==> config.mk <==
export PLATFORM = sky130hd
export DESIGN_NAME = mem_arbiter_flat
export DESIGN_NICKNAME = d
export VERILOG_FILES = /design/src/rtl/mem_arbiter_pkg.sv /design/src/rtl/mem_arbiter_if.sv /design/src/rtl/mem_arbiter.sv /design/src/flat_wrapper.sv
export SDC_FILE = /design/constraint.sdc
export NUM_CORES = 1
export LEC_CHECK = 0
export CAP_MARGIN = 5
export CORE_UTILIZATION = 55
export CTS_CLUSTER_SIZE = 40
export DETAILED_ROUTE_END_ITERATION = 16
export GPL_TIMING_DRIVEN = 0
export PLACE_DENSITY = 0.85
export REMOVE_ABC_BUFFERS = 1
export SKIP_LAST_GASP = 1
export SLEW_MARGIN = 5
export SYNTH_ARGS = -nofsm -noshare
export SYNTH_HDL_FRONTEND = slang
export SYNTH_SLANG_ARGS = --single-unit
==> constraint.sdc <==
create_clock -name clk_in -period 19.6 [get_ports clk_in]
set_input_delay 2.94 -clock clk_in [delete_from_list [all_inputs] [get_ports clk_in]]
set_output_delay 2.94 -clock clk_in [all_outputs]
set_load 0.05 [all_outputs]
==> src/rtl/mem_arbiter_pkg.sv <==
// ---------------------------------------------------------------------------
// mem_arbiter_pkg
//   Shared definitions for the byte-wide memory port arbiter: FSM state
//   encoding, LSB access size encoding, requester IDs, the default IO region
//   selector and small byte helpers used by the arbiter.
// ---------------------------------------------------------------------------
package mem_arbiter_pkg;

  // Value of addr[17:16] that marks the memory-mapped IO region.
  localparam logic [1:0] IO_ADDR_HI_DEFAULT = 2'b11;

  // Arbiter FSM states.
  typedef enum logic [1:0] {
    ST_IDLE  = 2'd0,
    ST_READ  = 2'd1,
    ST_WRITE = 2'd2,
    ST_DONE  = 2'd3
  } state_t;

  // LSB access size encoding (2'd3 is illegal and handled as a word).
  typedef enum logic [1:0] {
    SZ_B = 2'd0,
    SZ_H = 2'd1,
    SZ_W = 2'd2
  } size_t;

  // Requester that owns the transaction in flight.
  typedef enum logic {
    OWN_IC  = 1'b0,
    OWN_LSB = 1'b1
  } owner_t;

  // Number of bytes moved for an LSB size code.
  function automatic logic [2:0] size_bytes(input logic [1:0] sz);
    logic [2:0] n;
    case (sz)
      SZ_B:    n = 3'd1;
      SZ_H:    n = 3'd2;
      default: n = 3'd4;
    endcase
    return n;
  endfunction

  // Little-endian byte lane select: lane 0 is w[7:0].
  function automatic logic [7:0] pick_byte(input logic [31:0] w, input logic [2:0] idx);
    logic [7:0] b;
    case (idx[1:0])
      2'd0:    b = w[7:0];
      2'd1:    b = w[15:8];
      2'd2:    b = w[23:16];
      default: b = w[31:24];
    endcase
    return b;
  endfunction

endpackage

==> src/rtl/mem_arbiter_if.sv <==
// ---------------------------------------------------------------------------
// mem_arbiter_if
//   Bundles the byte-wide RAM/IO pins and the ICache / LSB request channels
//   of the memory arbiter.
//
//   Handshake: a requester raises *_query_en with its address (and for the
//   LSB wr/size/data) and keeps them stable until it sees its *_data_en
//   pulse for exactly one cycle; it must drop *_query_en on that cycle.
//   The arbiter does not accept a new request in the cycle after a pulse.
//
//   Modports
//     slave  : the arbiter (drives mem_* outputs, data_en/data, state_dbg)
//     master : the surrounding system (RAM, IO, ICache, LSB)
// ---------------------------------------------------------------------------
interface mem_arbiter_if;
  import mem_arbiter_pkg::*;

  // RAM / IO pins
  logic [7:0]  mem_din;
  logic [7:0]  mem_dout;
  logic [31:0] mem_a;
  logic        mem_wr;
  logic        io_buffer_full;

  // ICache channel
  logic        IC_query_en;
  logic [31:0] IC_query_addr;
  logic        IC_data_en;
  logic [31:0] IC_data;

  // LSB channel
  logic        LSB_query_en;
  logic        LSB_query_wr;
  logic [1:0]  LSB_query_size;
  logic [31:0] LSB_query_addr;
  logic [31:0] LSB_query_data;
  logic        LSB_data_en;
  logic [31:0] LSB_data;

  // Current arbiter FSM state, for observation only
  state_t      state_dbg;

  modport slave (
    input  mem_din, io_buffer_full,
    input  IC_query_en, IC_query_addr,
    input  LSB_query_en, LSB_query_wr, LSB_query_size, LSB_query_addr, LSB_query_data,
    output mem_dout, mem_a, mem_wr,
    output IC_data_en, IC_data,
    output LSB_data_en, LSB_data,
    output state_dbg
  );

  modport master (
    output mem_din, io_buffer_full,
    output IC_query_en, IC_query_addr,
    output LSB_query_en, LSB_query_wr, LSB_query_size, LSB_query_addr, LSB_query_data,
    input  mem_dout, mem_a, mem_wr,
    input  IC_data_en, IC_data,
    input  LSB_data_en, LSB_data,
    input  state_dbg
  );

endinterface

==> src/rtl/mem_arbiter.sv <==
// ---------------------------------------------------------------------------
// mem_arbiter
//   Sole owner of the byte-wide RAM/IO port. Arbitrates ICache block fetches
//   (4-byte reads) against LSB loads/stores (1/2/4 bytes) with a one-bit
//   round-robin, then sequences the winner as back-to-back single-byte RAM
//   cycles and returns little-endian assembled words.
//
//   Ports
//     clk_in        clock
//     rst_in        asynchronous active-high reset
//     rdy_in        0 = pause: all state and outputs hold
//     flush_signal  mispredict flush (aborts ICache reads only)
//     bus           mem_arbiter_if.slave: RAM pins, IC and LSB channels,
//                   state_dbg
//
//   Parameter
//     IO_ADDR_HI    addr[17:16] value of the IO region; writes there wait
//                   while io_buffer_full is high
//
//   Read timing: the RAM returns mem_din one cycle after mem_a, so byte j of
//   a read is captured two edges after its address was launched. k counts
//   edges since the accept edge; bytes are launched while k < n, captured
//   when k >= 2 and the transaction completes on k == n + 1.
// ---------------------------------------------------------------------------
module mem_arbiter
  import mem_arbiter_pkg::*;
#(
  parameter logic [1:0] IO_ADDR_HI = IO_ADDR_HI_DEFAULT
) (
  input  logic          clk_in,
  input  logic          rst_in,
  input  logic          rdy_in,
  input  logic          flush_signal,
  mem_arbiter_if.slave  bus
);

  // FSM and transaction registers
  state_t      state;
  owner_t      owner;
  owner_t      last_grant;
  logic [31:0] base;
  logic [2:0]  n;
  logic [2:0]  k;
  logic [31:0] wdata;
  logic [23:0] byte_buf;

  // Registered outputs
  logic [31:0] mem_a_q;
  logic [7:0]  mem_dout_q;
  logic        mem_wr_q;
  logic        ic_en_q;
  logic [31:0] ic_data_q;
  logic        lsb_en_q;
  logic [31:0] lsb_data_q;

  // Arbitration: a flush masks the ICache request for that edge.
  logic ic_req;
  logic lsb_req;
  logic grant_lsb;

  assign ic_req    = bus.IC_query_en && !flush_signal;
  assign lsb_req   = bus.LSB_query_en;
  assign grant_lsb = lsb_req && (!ic_req || (last_grant == OWN_IC));

  // Write path: target of the byte about to be presented and its IO stall.
  logic [31:0] wr_addr;
  logic        wr_stall;
  logic        e0_stall;
  logic [2:0]  n_plus1;

  assign wr_addr  = base + 32'(k);
  assign wr_stall = (wr_addr[17:16] == IO_ADDR_HI) && bus.io_buffer_full;
  assign e0_stall = (bus.LSB_query_addr[17:16] == IO_ADDR_HI) && bus.io_buffer_full;
  assign n_plus1  = n + 3'd1;

  // Final word: the last byte comes straight from mem_din, the earlier ones
  // from the capture buffer; bytes above the access size are zero.
  function automatic logic [31:0] assemble(input logic [23:0] b,
                                           input logic [7:0]  last,
                                           input logic [2:0]  nb);
    logic [31:0] w;
    case (nb)
      3'd1:    w = {24'h0, last};
      3'd2:    w = {16'h0, last, b[7:0]};
      default: w = {last, b};
    endcase
    return w;
  endfunction

  always_ff @(posedge clk_in or posedge rst_in) begin
    if (rst_in) begin
      state      <= ST_IDLE;
      owner      <= OWN_IC;
      last_grant <= OWN_IC;
      base       <= '0;
      n          <= '0;
      k          <= '0;
      wdata      <= '0;
      byte_buf   <= '0;
      mem_a_q    <= '0;
      mem_dout_q <= '0;
      mem_wr_q   <= 1'b0;
      ic_en_q    <= 1'b0;
      ic_data_q  <= '0;
      lsb_en_q   <= 1'b0;
      lsb_data_q <= '0;
    end else if (rdy_in) begin
      case (state)
        ST_IDLE: begin
          if (grant_lsb) begin
            owner      <= OWN_LSB;
            last_grant <= OWN_LSB;
            base       <= bus.LSB_query_addr;
            n          <= size_bytes(bus.LSB_query_size);
            wdata      <= bus.LSB_query_data;
            mem_a_q    <= bus.LSB_query_addr;
            if (bus.LSB_query_wr) begin
              // Byte 0 goes out on the accept edge unless the IO FIFO is full.
              state      <= ST_WRITE;
              mem_dout_q <= bus.LSB_query_data[7:0];
              if (e0_stall) begin
                mem_wr_q <= 1'b0;
                k        <= 3'd0;
              end else begin
                mem_wr_q <= 1'b1;
                k        <= 3'd1;
              end
            end else begin
              state <= ST_READ;
              k     <= 3'd1;
            end
          end else if (ic_req) begin
            owner      <= OWN_IC;
            last_grant <= OWN_IC;
            base       <= bus.IC_query_addr;
            n          <= 3'd4;
            mem_a_q    <= bus.IC_query_addr;
            state      <= ST_READ;
            k          <= 3'd1;
          end
        end

        ST_READ: begin
          if ((owner == OWN_IC) && flush_signal) begin
            // Fetch aborted: no pulse, port returns to rest.
            state   <= ST_IDLE;
            mem_a_q <= '0;
            k       <= 3'd0;
          end else if (k == n_plus1) begin
            if (owner == OWN_IC) begin
              ic_en_q   <= 1'b1;
              ic_data_q <= assemble(byte_buf, bus.mem_din, n);
            end else begin
              lsb_en_q   <= 1'b1;
              lsb_data_q <= assemble(byte_buf, bus.mem_din, n);
            end
            mem_a_q <= '0;
            state   <= ST_DONE;
          end else begin
            if (k < n) begin
              mem_a_q <= base + 32'(k);
            end
            case (k)
              3'd2:    byte_buf[7:0]   <= bus.mem_din;
              3'd3:    byte_buf[15:8]  <= bus.mem_din;
              3'd4:    byte_buf[23:16] <= bus.mem_din;
              default: ;
            endcase
            k <= k + 3'd1;
          end
        end

        ST_WRITE: begin
          if (k < n) begin
            mem_a_q    <= wr_addr;
            mem_dout_q <= pick_byte(wdata, k);
            if (wr_stall) begin
              mem_wr_q <= 1'b0;
            end else begin
              mem_wr_q <= 1'b1;
              k        <= k + 3'd1;
            end
          end else begin
            mem_wr_q   <= 1'b0;
            mem_a_q    <= '0;
            lsb_en_q   <= 1'b1;
            lsb_data_q <= '0;
            state      <= ST_DONE;
          end
        end

        ST_DONE: begin
          ic_en_q  <= 1'b0;
          lsb_en_q <= 1'b0;
          state    <= ST_IDLE;
        end

        default: state <= ST_IDLE;
      endcase
    end
  end

  assign bus.mem_a       = mem_a_q;
  assign bus.mem_dout    = mem_dout_q;
  assign bus.mem_wr      = mem_wr_q;
  assign bus.IC_data_en  = ic_en_q;
  assign bus.IC_data     = ic_data_q;
  assign bus.LSB_data_en = lsb_en_q;
  assign bus.LSB_data    = lsb_data_q;
  assign bus.state_dbg   = state;

endmodule

==> src/flat_wrapper.sv <==
// flat-port wrapper written by rule: the top's interface ports become plain ports
module mem_arbiter_flat import mem_arbiter_pkg::*;
#(
  parameter logic [1:0] IO_ADDR_HI = IO_ADDR_HI_DEFAULT
)
  (clk_in, rst_in, rdy_in, flush_signal, bus_mem_din, bus_io_buffer_full, bus_IC_query_en, bus_IC_query_addr, bus_LSB_query_en, bus_LSB_query_wr, bus_LSB_query_size, bus_LSB_query_addr, bus_LSB_query_data, bus_mem_dout, bus_mem_a, bus_mem_wr, bus_IC_data_en, bus_IC_data, bus_LSB_data_en, bus_LSB_data, bus_state_dbg);
  mem_arbiter_if bus_i ();
  input  logic clk_in;
  input  logic rst_in;
  input  logic rdy_in;
  input  logic flush_signal;
  input wire logic [$bits(bus_i.mem_din)-1:0] bus_mem_din;
  input wire logic [$bits(bus_i.io_buffer_full)-1:0] bus_io_buffer_full;
  input wire logic [$bits(bus_i.IC_query_en)-1:0] bus_IC_query_en;
  input wire logic [$bits(bus_i.IC_query_addr)-1:0] bus_IC_query_addr;
  input wire logic [$bits(bus_i.LSB_query_en)-1:0] bus_LSB_query_en;
  input wire logic [$bits(bus_i.LSB_query_wr)-1:0] bus_LSB_query_wr;
  input wire logic [$bits(bus_i.LSB_query_size)-1:0] bus_LSB_query_size;
  input wire logic [$bits(bus_i.LSB_query_addr)-1:0] bus_LSB_query_addr;
  input wire logic [$bits(bus_i.LSB_query_data)-1:0] bus_LSB_query_data;
  output wire logic [$bits(bus_i.mem_dout)-1:0] bus_mem_dout;
  output wire logic [$bits(bus_i.mem_a)-1:0] bus_mem_a;
  output wire logic [$bits(bus_i.mem_wr)-1:0] bus_mem_wr;
  output wire logic [$bits(bus_i.IC_data_en)-1:0] bus_IC_data_en;
  output wire logic [$bits(bus_i.IC_data)-1:0] bus_IC_data;
  output wire logic [$bits(bus_i.LSB_data_en)-1:0] bus_LSB_data_en;
  output wire logic [$bits(bus_i.LSB_data)-1:0] bus_LSB_data;
  output wire logic [$bits(bus_i.state_dbg)-1:0] bus_state_dbg;
  assign bus_i.mem_din = bus_mem_din;
  assign bus_i.io_buffer_full = bus_io_buffer_full;
  assign bus_i.IC_query_en = bus_IC_query_en;
  assign bus_i.IC_query_addr = bus_IC_query_addr;
  assign bus_i.LSB_query_en = bus_LSB_query_en;
  assign bus_i.LSB_query_wr = bus_LSB_query_wr;
  assign bus_i.LSB_query_size = bus_LSB_query_size;
  assign bus_i.LSB_query_addr = bus_LSB_query_addr;
  assign bus_i.LSB_query_data = bus_LSB_query_data;
  assign bus_mem_dout = bus_i.mem_dout;
  assign bus_mem_a = bus_i.mem_a;
  assign bus_mem_wr = bus_i.mem_wr;
  assign bus_IC_data_en = bus_i.IC_data_en;
  assign bus_IC_data = bus_i.IC_data;
  assign bus_LSB_data_en = bus_i.LSB_data_en;
  assign bus_LSB_data = bus_i.LSB_data;
  assign bus_state_dbg = bus_i.state_dbg;
  mem_arbiter #(.IO_ADDR_HI(IO_ADDR_HI)) u_core (.clk_in(clk_in), .rst_in(rst_in), .rdy_in(rdy_in), .flush_signal(flush_signal), .bus(bus_i));
endmodule
# Word-level counts from Yosys, hierarchy flattened
# Cells that the tools add are included.
# totals
register_bits	204
inputBits	114
# classes
addsub	3
magnitude_cmp	1
n_eq_ne	27
muxes	54
bitwise	3
n_reduce_logical	31
# op_table
op	n
32-bit two-way mux	10
32-bit one-hot mux with 2 select lines	2
32-bit one-hot mux with 3 select lines	1
32-bit by 3-bit adder with 32-bit output	1
5-bit AND reduction	6
3-bit two-way mux	8
8-bit two-way mux	3
8-bit one-hot mux with 3 select lines	1
6-bit AND reduction	3
1-bit two-way mux	16
8-bit one-hot mux with 2 select lines	1
2-bit two-way mux	6
4-bit AND reduction	3
2-bit == test, second input constant	5
2-bit inequality test, second input constant	5
3-bit by 2-bit == test with 1-bit output, second input constant	3
3-bit one-hot mux with 3 select lines	1
2-bit by 1-bit inequality test with 1-bit output, second input constant	4
2-bit one-hot mux with 4 select lines	1
2-bit nonzero test	4
3-bit by 1-bit adder with 3-bit output, second input constant	2
2-bit by 1-bit == test with 1-bit output, second input constant	3
2-bit zero test	3
3-bit by 1-bit inequality test with 1-bit output, second input constant	2
15 further kinds	25

# Logic depth before layout (Yosys ltp)
# Gate-level depths: netlist of run 1.
# depth
ltp_word	7
mapped_depth	11
depth_no_buf	9

# Worst setup path after synthesis of run 1
# Ideal clock, no wire load.
# synth_path
path_kind	input-to-reg
start	in flush_signal
end	reg u_core.mem_dout_q[5], in the netlist u_core.bus.mem_dout[5]
setup_ns	0.077
arrival_time_ns	4.369
t_required_ns	19.523
slack_ns	15.154
path_stages	8
n_path_buf	2
path_cell_list	nand3b_1 and2_1 buf_2 a21boi_0 a211oi_1 clkbuf_1 nor2_1 a21oi_1
# synth_via
elab_chain_len	7
# synth_lines
element	line	source
from (decl)	flat_wrapper.sv:11	input logic flush_signal;
1-bit zero test	mem_arbiter.sv:61	assign ic_req = bus.IC_query_en && !flush_signal;
1-bit logical AND	mem_arbiter.sv:61	
1-bit zero test	mem_arbiter.sv:63	assign grant_lsb = lsb_req && (!ic_req || (last_grant == OWN_IC));
1-bit logical OR	mem_arbiter.sv:63	
1-bit logical AND	mem_arbiter.sv:63	
2-bit by 1-bit inequality test with 1-bit output (no line)	n/a	
5-bit AND reduction (no line)	n/a	
to (signal assigned)	mem_arbiter.sv:120	mem_dout_q <= bus.LSB_query_data[7:0];
to (signal assigned)	mem_arbiter.sv:176	mem_dout_q <= pick_byte(wdata, k);
to (decl)	mem_arbiter.sv:49	logic [7:0] mem_dout_q;
# Every way passes these cells.
# A chain may end at the register's enable or synchronous reset.

# Worst setup path in the final report of run 1
# layout_path
start	in rdy_in
end	reg u_core.mem_a_q[7], in the netlist u_core.bus.mem_a[7]
# layout_via
elab_chain_len	1
# layout_lines
element	line	source
from (decl)	flat_wrapper.sv:10	input logic rdy_in;
4-bit AND reduction (no line)	n/a	
to (signal assigned)	mem_arbiter.sv:116	mem_a_q <= bus.LSB_query_addr;
to (signal assigned)	mem_arbiter.sv:137	mem_a_q <= bus.IC_query_addr;
to (signal assigned)	mem_arbiter.sv:161	mem_a_q <= base + 32'(k);
to (decl)	mem_arbiter.sv:48	logic [31:0] mem_a_q;
# Every way passes these cells.

==> Implementation_results.wiki, run 1 <==
{| class="wikitable"
! Metric !! Value
|-
| Net count reported at finish || 1255
|-
| Final routed wirelength across all metal layers || 24.6 mm
|-
| Floorplan die area || 18400 um2
|-
| Worst endpoint data arrival time || 5.40 ns
|-
| Total count of hold-check failures in the final report || 0
|-
| Diode count || 0
|-
| Maximum clock insertion buffer count || 3
|-
| Max VDD drop || 131 uV
|-
| Largest fanout on the critical path || 36
|-
| Outcome || finished clean
|-
| Commonest cells after routing, fill and taps aside || sky130_fd_sc_hd__clkdlybuf4s50_1 (222), sky130_fd_sc_hd__dfrtp_1 (204), sky130_fd_sc_hd__nand2_1 (160)
|-
| Xor and xnor area share after synthesis || 2.83%
|-
| Fraction of final layout cells with drive strength greater than 1 || 11.7%
|-
| Count of hold-fix buffers inserted at cts || 0
|-
| Pwr Density || 162 nW/um2
|-
| Mux cell area share after synthesis || 11.5%
|-
| Pin count of the biggest net entering global routing || 106
|-
| Overall fraction of global-route tracks in use || 27.6%
|-
| Drt pass-1 iters || 5
|-
| Worst setup EP type || flip-flop
|-
| Max-cap viol count || 0
|-
| Sequential share of the synthesized area || 52.1%
|-
| Via-per-instance ratio || 5.74
|-
| Number of buffers created by CTS || 21
|-
| Accumulated negative setup slack || 0 ns
|-
| Unique masters post-synth || 63
|-
| Leading cell type in the layout, fill and taps excluded || sky130_fd_sc_hd__clkdlybuf4s50_1
|-
| Post-CTS Setup Bufs || 0
|-
| HPWL reported at the end of detailed placement || 17.1 mm
|-
| Number of warnings issued by yosys || 0
|-
| Number of core rows || 48
|-
| Weighted congestion reported at the end of routability-driven placement || 0.792
|-
| Via total after detailed routing || 7809
|-
| Number of antenna violations at the first check in global routing || 0
|-
| TritonCTS clock tree || yes
|-
| Post-synthesis instance total || 921
|-
| Area growth, synth to finish || 32.6%
|-
| CP max stage delay || 0.81 ns
|-
| Setup violations, final || 0
|-
| Synthesized area || 9800 um2
|-
| Root cell of the clock tree || sky130_fd_sc_hd__clkbuf_16
|-
| Unrepaired setup endpoints after global routing || no
|-
| Die Height || 135 um
|-
| Largest family of logic cells by synthesized area || compound AO/OA/AOI/OAI gates
|-
| Main flop type after synthesis || sky130_fd_sc_hd__dfrtp_1
|-
| Critical Path Slowest Stage Cell || sky130_fd_sc_hd__clkdlybuf4s50_1
|-
| Final worst path period share || 25.6%
|-
| Core box area || 17400 um2
|-
| Number of buffers added on ports || 222
|-
| Critical path class || in2reg
|-
| Async set-reset flop share out of synthesis || 100%
|-
| Drt wl/cell || 18.1 um
|-
| Number of synthesized register bits || 204
|-
| Max transition margin || 37.9%
|-
| Number of cells in the finished layout apart from fillers || 1360
|-
| Number of max-slew violations in the final report || 0
|-
| Remaining design rule violation count || 0
|-
| Peak Freq || 199 MHz
|-
| Number of clock sinks || 204
|-
| Residual overflow from global routing || 0
|-
| Final critical-path required period || 5.02 ns
|-
| Adder and majority gate portion of the synthesized area || 2.63%
|-
| Worst min-delay path class || reg2reg
|-
| Global-route wire length before repair || 40.0 mm
|-
| Number of top-level pins || 223
|-
| Share of synthesized cell area in and, or, nand and nor gates || 12.6%
|-
| Total placed cells including tap cells || 1323
|-
| Die Width || 135 um
|-
| Data required time of the worst path || 19.98 ns
|-
| Filler cells || 1187
|-
| Count of H-tree levels built during CTS || 1
|-
| Mean cell area of the mapped netlist || 10.6 um2
|-
| Number of synthesized flops with an enable pin || 0
|-
| Clock slew seen by the registers of the worst setup and hold paths || 0.06 ns
|-
| Complex-gate fraction of the synthesized area || 14.8%
|-
| Count of instances resized after the clock tree is built || 0
|-
| Starting Density || 56.5%
|-
| Static leakage || 0.00556 uW
|-
| Cell-by-cell listing of the critical path || clkdlybuf4s50_1 -> nand3b_1 -> a31oi_4 -> buf_12 -> o221ai_1 -> o21a_1
|-
| Clk_lat worst skew || 0.49 ns
|-
| DRT iter0 DRCs || 463
|-
| Worst clock skew || 0.00838 ns
|-
| Number of antenna-violating nets in the routed design || 0
|-
| Transition time at the pin with the least slew margin || 0.931 ns
|-
| Startpoint Class || input port
|-
| Vias in the first global route || 7879
|}
-- flip-flops by register name, summed over array words and instances (netlist names) --
name	cells
u_core.byte_buf	24
u_core.bus.state_dbg	2
u_core.n	3
u_core.bus.mem_a	32
u_core.bus.mem_wr	1
u_core.base	32
u_core.bus.mem_dout	8
u_core.bus.LSB_data_en	1
u_core.bus.IC_data_en	1
u_core.bus.IC_data	32
u_core.k	3
u_core.wdata	32
u_core.last_grant	1
u_core.bus.LSB_data	32
-- through the flow --
step | worst slack [ns] | cell area [um2] | power, uW | util (%) | hold slack, ns
final | 14.58 | 13000 | 2110 | 74.8 | 0.472
after detailed placement | 14.06 | 12300 | 1720 | 71.0 | 0.459
after global routing | 14.43 | 13000 | 2220 | 74.8 | 0.496
after floorplan | 11.09 | 9510 | 1360 | - | 0.454
after global placement | 8.54 | 12000 | 1660 | 69.2 | 0.448
after CTS | 14.55 | 13000 | 2110 | 74.8 | 0.473
-- per-layer routing --
metal / vias to the layer above / wire length [um] / global-route usage, % / share of wire (%)
met4: 0 / 529 / 7.68 / 2.2
met3: 41 / 1870 / 5.84 / 7.6
met2: 296 / 12200 / 47.7 / 50
met1: 3795 / 9990 / 35.1 / 41
met5: - / 0 / 0 / 0
li1: 3677 / - / - / -
-- synth_stat cells, types with 15 or more instances --
cell	n	area, um2
sky130_fd_sc_hd__a22oi_1	16	120
sky130_fd_sc_hd__buf_2	15	75.1
sky130_fd_sc_hd__clkbuf_1	33	124
sky130_fd_sc_hd__dfrtp_1	204	5100
sky130_fd_sc_hd__ha_1	19	238
sky130_fd_sc_hd__inv_1	18	67.6
sky130_fd_sc_hd__mux2_2	57	642
sky130_fd_sc_hd__mux2i_1	48	480
sky130_fd_sc_hd__nand2_1	160	601
sky130_fd_sc_hd__nand3_1	24	120
sky130_fd_sc_hd__nor2_1	34	128
sky130_fd_sc_hd__o21a_1	27	203
sky130_fd_sc_hd__o21ai_0	83	415
sky130_fd_sc_hd__o221ai_1	22	193
sky130_fd_sc_hd__o31ai_1	17	128
sky130_fd_sc_hd__xnor2_1	16	140
-- cell families after synthesis --
kind of cell,Yosys count
multiplexers,105
AO/OA/AOI/OAI,213
AND/OR/NAND/NOR,271
buffers and inverters,78
flip-flops,204
XOR/XNOR,30
adder cells (fa/ha/maj),20
-- report_power, final --
| group | internal [uW] | switching [uW] | leakage (uW) |
|---|---|---|---|
| logic | 382 | 636 | 0.00263 |
| registers | 585 | 120 | 0.00259 |
| clock network | 224 | 159 | 0.000334 |
| total | 1190 | 916 | 0.00556 |
-- critical path, delay by kind of cell --
kind / cells / cell delay, ns
buf+inv: 2 / 1.09
compound gates: 3 / 1.11
simple gates: 1 / 0.25
-- cell type report --
type                            count  area [um2]  area share, %
Sequential cell                   204        5100           39.3
Clock buffer                       32         637           4.90
Clock inverter                      5        28.8          0.222
Tap cell                          225         282           2.17
Timing Repair Buffer              237        2470           19.1
Multi-Input combinational cell    639        4390           33.8
Inverter                           18        75.1          0.578
-- worst paths after layout --
kind | from | endpoint | depth (start not counted) | slack, ns
hold / removal | u_core.bus.IC_data[28] | u_core.bus.IC_data[28] | 2 | 0.47
setup / recovery | rdy_in | u_core.bus.mem_a[7] | 6 | 14.58
max in group asynchronous | rst_in | u_core.base[24] | 3 | 15.71
hold reg to reg | u_core.bus.IC_data[28] | u_core.bus.IC_data[28] | 2 | 0.47
min in group asynchronous | rst_in | u_core.bus.LSB_data[7] | 2 | 2.96
setup reg to reg | u_core.k[1] | u_core.k[0] | 8 | 16.52
Power figures use the tool's default switching activity.
==> run 2: changes to the inputs <==
CORE_UTILIZATION = 46   (was 55)
PLACE_DENSITY = 0.76   (was 0.85)
clock period = 4.1 ns   (was 19.6 ns; I/O delays follow)
==> run 2 against run 1 <==
Net effect:
- clock skew decreased by 0.0015 ns
- global-route usage decreased by 4.5 points
- critical path depth increased by 1
- clock power increased to 5.7 times the previous value
- sequential cell count unchanged
- clock-buffer cell count decreased by 3
- critical endpoint is now u_core.bus.mem_a[19]
==> Implementation_results.wiki, run 2 (synthesis results as in run 1) <==
{| class="wikitable"
! Metric !! Value
|-
| Die Height || 148 um (was 135 um)
|-
| Via total after detailed routing || 7763 (was 7809)
|-
| Final critical-path required period || 3.04 ns
|-
| Worst hold stages || 2 (unchanged)
|-
| Outcome || finished clean (unchanged)
|-
| Leading cell type in the layout, fill and taps excluded || sky130_fd_sc_hd__clkdlybuf4s50_1 (unchanged)
|-
| Min setup slack post-route || 1.06 ns (was 14.58 ns)
|-
| Worst min-delay path class || reg2reg (unchanged)
|-
| Clk_lat worst skew || 0.51 ns (was 0.49 ns)
|-
| Combinational Power Share || 46.6% (was 48.3%)
|-
| CP max stage delay || 0.82 ns (was 0.81 ns)
|-
| Drt pass-1 iters || 6 (was 5)
|-
| Count of instances resized after the clock tree is built || 0 (unchanged)
|-
| Worst clock skew || 0.00689 ns (was 0.00838 ns)
|-
| Worst setup EP type || flip-flop (unchanged)
|-
| Sum of buffers and inverters on the critical path || 1 (was 2)
|-
| Count of hold-fix buffers inserted at cts || 0 (unchanged)
|-
| Via-per-instance ratio || 5.49 (was 5.74)
|-
| Clock network fraction of design power || 21.0% (was 18.2%)
|-
| Total count of hold-check failures in the final report || 0 (unchanged)
|-
| Max transition margin || 37.0% (was 37.9%)
|-
| TritonCTS clock tree || yes (unchanged)
|-
| Number of buffers added on ports || 222 (unchanged)
|-
| Startpoint Class || flip-flop (was input port)
|-
| Data required time of the worst path || 4.49 ns (was 19.98 ns)
|-
| Number of antenna-violating nets in the routed design || 0 (unchanged)
|-
| Number of buffers created by CTS || 22 (was 21)
|-
| Setup violations, final || 0 (unchanged)
|-
| Largest fanout on the critical path || 35 (was 36)
|-
| Vias in the first global route || 7776 (was 7879)
|-
| Worst hold start || u_core.bus.IC_data[17] (was u_core.bus.IC_data[28])
|-
| Dpl cell area || 12400 um2 (was 12300 um2)
|-
| Post-route cell area || 13200 um2 (was 13000 um2)
|-
| Worst r2r src || u_core.n[0] (was u_core.k[1])
|-
| Core box area || 21000 um2 (was 17400 um2)
|-
| Peak Freq || 329 MHz
|-
| Area growth, synth to finish || 34.4% (was 32.6%)
|-
| Max-cap viol count || 0 (unchanged)
|-
| Global-route wire length before repair || 40.3 mm (was 40.0 mm)
|-
| Final worst path period share || 74.2%
|-
| End of the worst register-to-register path || u_core.bus.mem_a[19] (was u_core.k[0])
|-
| Number of core rows || 53 (was 48)
|-
| Critical path's top delay family || compound AO/OA/AOI/OAI gates (unchanged)
|-
| Die Width || 148 um (was 135 um)
|-
| Pin count of the biggest net entering global routing || 105 (was 106)
|-
| Slack of the worst reg-to-reg path || 1.06 ns (was 16.52 ns)
|-
| Number of max-slew violations in the final report || 0 (unchanged)
|-
| Critical Path Slowest Stage Cell || sky130_fd_sc_hd__a31oi_4 (was sky130_fd_sc_hd__clkdlybuf4s50_1)
|-
| Number of top-level pins || 223 (unchanged)
|-
| Critical path class || reg2reg (was in2reg)
|-
| Worst endpoint data arrival time || 3.44 ns (was 5.40 ns)
|-
| Max VDD drop || 606 uV (was 131 uV)
|-
| Fraction of final layout cells with drive strength greater than 1 || 12.1% (was 11.7%)
|-
| Number of clock sinks || 204 (unchanged)
|-
| Net count reported at finish || 1256 (was 1255)
|-
| Overall fraction of global-route tracks in use || 23.1% (was 27.6%)
|-
| Residual overflow from global routing || 0 (unchanged)
|-
| Pwr Density || 787 nW/um2 (was 162 nW/um2)
|-
| Clock slew seen by the registers of the worst setup and hold paths || 0.06 ns (about the same)
|-
| Floorplan die area || 21900 um2 (was 18400 um2)
|-
| Commonest cells after routing, fill and taps aside || sky130_fd_sc_hd__clkdlybuf4s50_1 (222), sky130_fd_sc_hd__dfrtp_1 (204), sky130_fd_sc_hd__nand2_1 (160) (unchanged)
|-
| Count of H-tree levels built during CTS || 1 (unchanged)
|-
| Switching portion of total power || 42.2% (was 43.5%)
|-
| Cell-by-cell listing of the critical path || ha_1 -> xor3_1 -> or3_1 -> a31oi_4 -> buf_12 -> o221ai_1 -> o21a_1 (was clkdlybuf4s50_1 -> nand3b_1 -> a31oi_4 -> buf_12 -> o221ai_1 -> o21a_1)
|-
| Final routed wirelength across all metal layers || 24.5 mm (was 24.6 mm)
|-
| HPWL reported at the end of detailed placement || 17.0 mm (was 17.1 mm)
|-
| Net load switching power || 4380 uW (was 916 uW)
|-
| Maximum clock insertion buffer count || 3 (unchanged)
|-
| Int Power || 5990 uW (was 1190 uW)
|-
| Remaining design rule violation count || 0 (unchanged)
|-
| Number of antenna violations at the first check in global routing || 0 (unchanged)
|-
| Setup WS pre-CTS || 0.726 ns (was 14.06 ns)
|-
| End of the worst hold path || u_core.bus.IC_data[17] (was u_core.bus.IC_data[28])
|-
| Transition time at the pin with the least slew margin || 0.945 ns (was 0.931 ns)
|-
| Drt wl/cell || 17.3 um (was 18.1 um)
|-
| DRT iter0 DRCs || 396 (was 463)
|-
| Design Power || 10400 uW (was 2110 uW)
|-
| Unrepaired setup endpoints after global routing || no (unchanged)
|-
| R2R cell count || 7 (was 8)
|-
| Root cell of the clock tree || sky130_fd_sc_hd__clkbuf_16 (unchanged)
|-
| Sequential share of power || 32.4% (was 33.5%)
|-
| Post-CTS Setup Bufs || 0 (unchanged)
|-
| Static leakage || 0.00562 uW (was 0.00556 uW)
|-
| Starting Density || 46.8% (was 56.5%)
|-
| Weighted congestion reported at the end of routability-driven placement || 0.807 (was 0.792)
|}
run 2: cell count changes in the layout (fill, tap and decap cells not counted):
cell / change
sky130_fd_sc_hd__bufinv_16: +4
sky130_fd_sc_hd__buf_4: +3
sky130_fd_sc_hd__buf_6: -3
sky130_fd_sc_hd__clkbuf_1: -3
sky130_fd_sc_hd__buf_12: +2
sky130_fd_sc_hd__buf_16: -2
sky130_fd_sc_hd__clkbuf_16: +2
sky130_fd_sc_hd__clkbuf_8: -2
sky130_fd_sc_hd__clkinv_4: +1
sky130_fd_sc_hd__diode_2: +1
run 2: metrics by stage:
stage | cells | hold WS [ns] | util (%) | TNS [ns]
2_1_floorplan | 861 | 0.454 | - | -424.81
3_3_place_gp | 1358 | 0.451 | 57.6 | -1078.29
3_5_place_dp | 1373 | 0.456 | 59.0 | 0
4_1_cts | 1412 | 0.470 | 62.8 | 0
5_1_grt | 1412 | 0.497 | 62.8 | 0
6_report | 1413 | 0.463 | 62.8 | 0
run 2: tightest hold or removal path: stages (launching register included):
cell                      delay, ns
sky130_fd_sc_hd__dfrtp_1       0.34
sky130_fd_sc_hd__nand2_1       0.05
sky130_fd_sc_hd__nand2_1       0.05
run 2: power groups by stage:
stage          Clock (uW)  Sequential (uW)  Combinational (uW)
6_report             2170             3360                4830
3_3_place_gp            0             3350                4640
4_1_cts              2210             3360                4860
3_5_place_dp            0             3380                4840
5_1_grt              2300             3460                5200
2_1_floorplan           0             4620                1880
run 2: final cells by class:
class	count	area, um2
antenna	1	2.50
clock buffer	29	648
clock inverter	10	158
fill	1733	7790
inverter	18	75.1
multi-input combinational	639	4390
sequential	204	5100
tap	275	344
timing repair buffer	237	2450
run 2: how the worst max path moves through the flow:
stage	to	startpoint	slack (ns)	cells after the start
finish	u_core.bus.mem_a[19]	u_core.n[0]	1.06	7
global route	u_core.bus.mem_a[19]	u_core.n[0]	0.88	7
CTS	u_core.bus.mem_a[19]	u_core.n[0]	1.01	7
detailed placement	u_core.wdata[2]	flush_signal	0.73	6
global placement	u_core.wdata[8]	rst_in	-4.85	2
floorplan	u_core.base[0]	rst_in	-2.08	1
run 2: metal layers:
metal,wire length (um),track usage (%),up-vias
met3,1780,5.03,40
met2,11900,38.2,271
met4,646,7.42,0
met1,10100,30.3,3781
met5,0,0,-
li1,-,-,3671
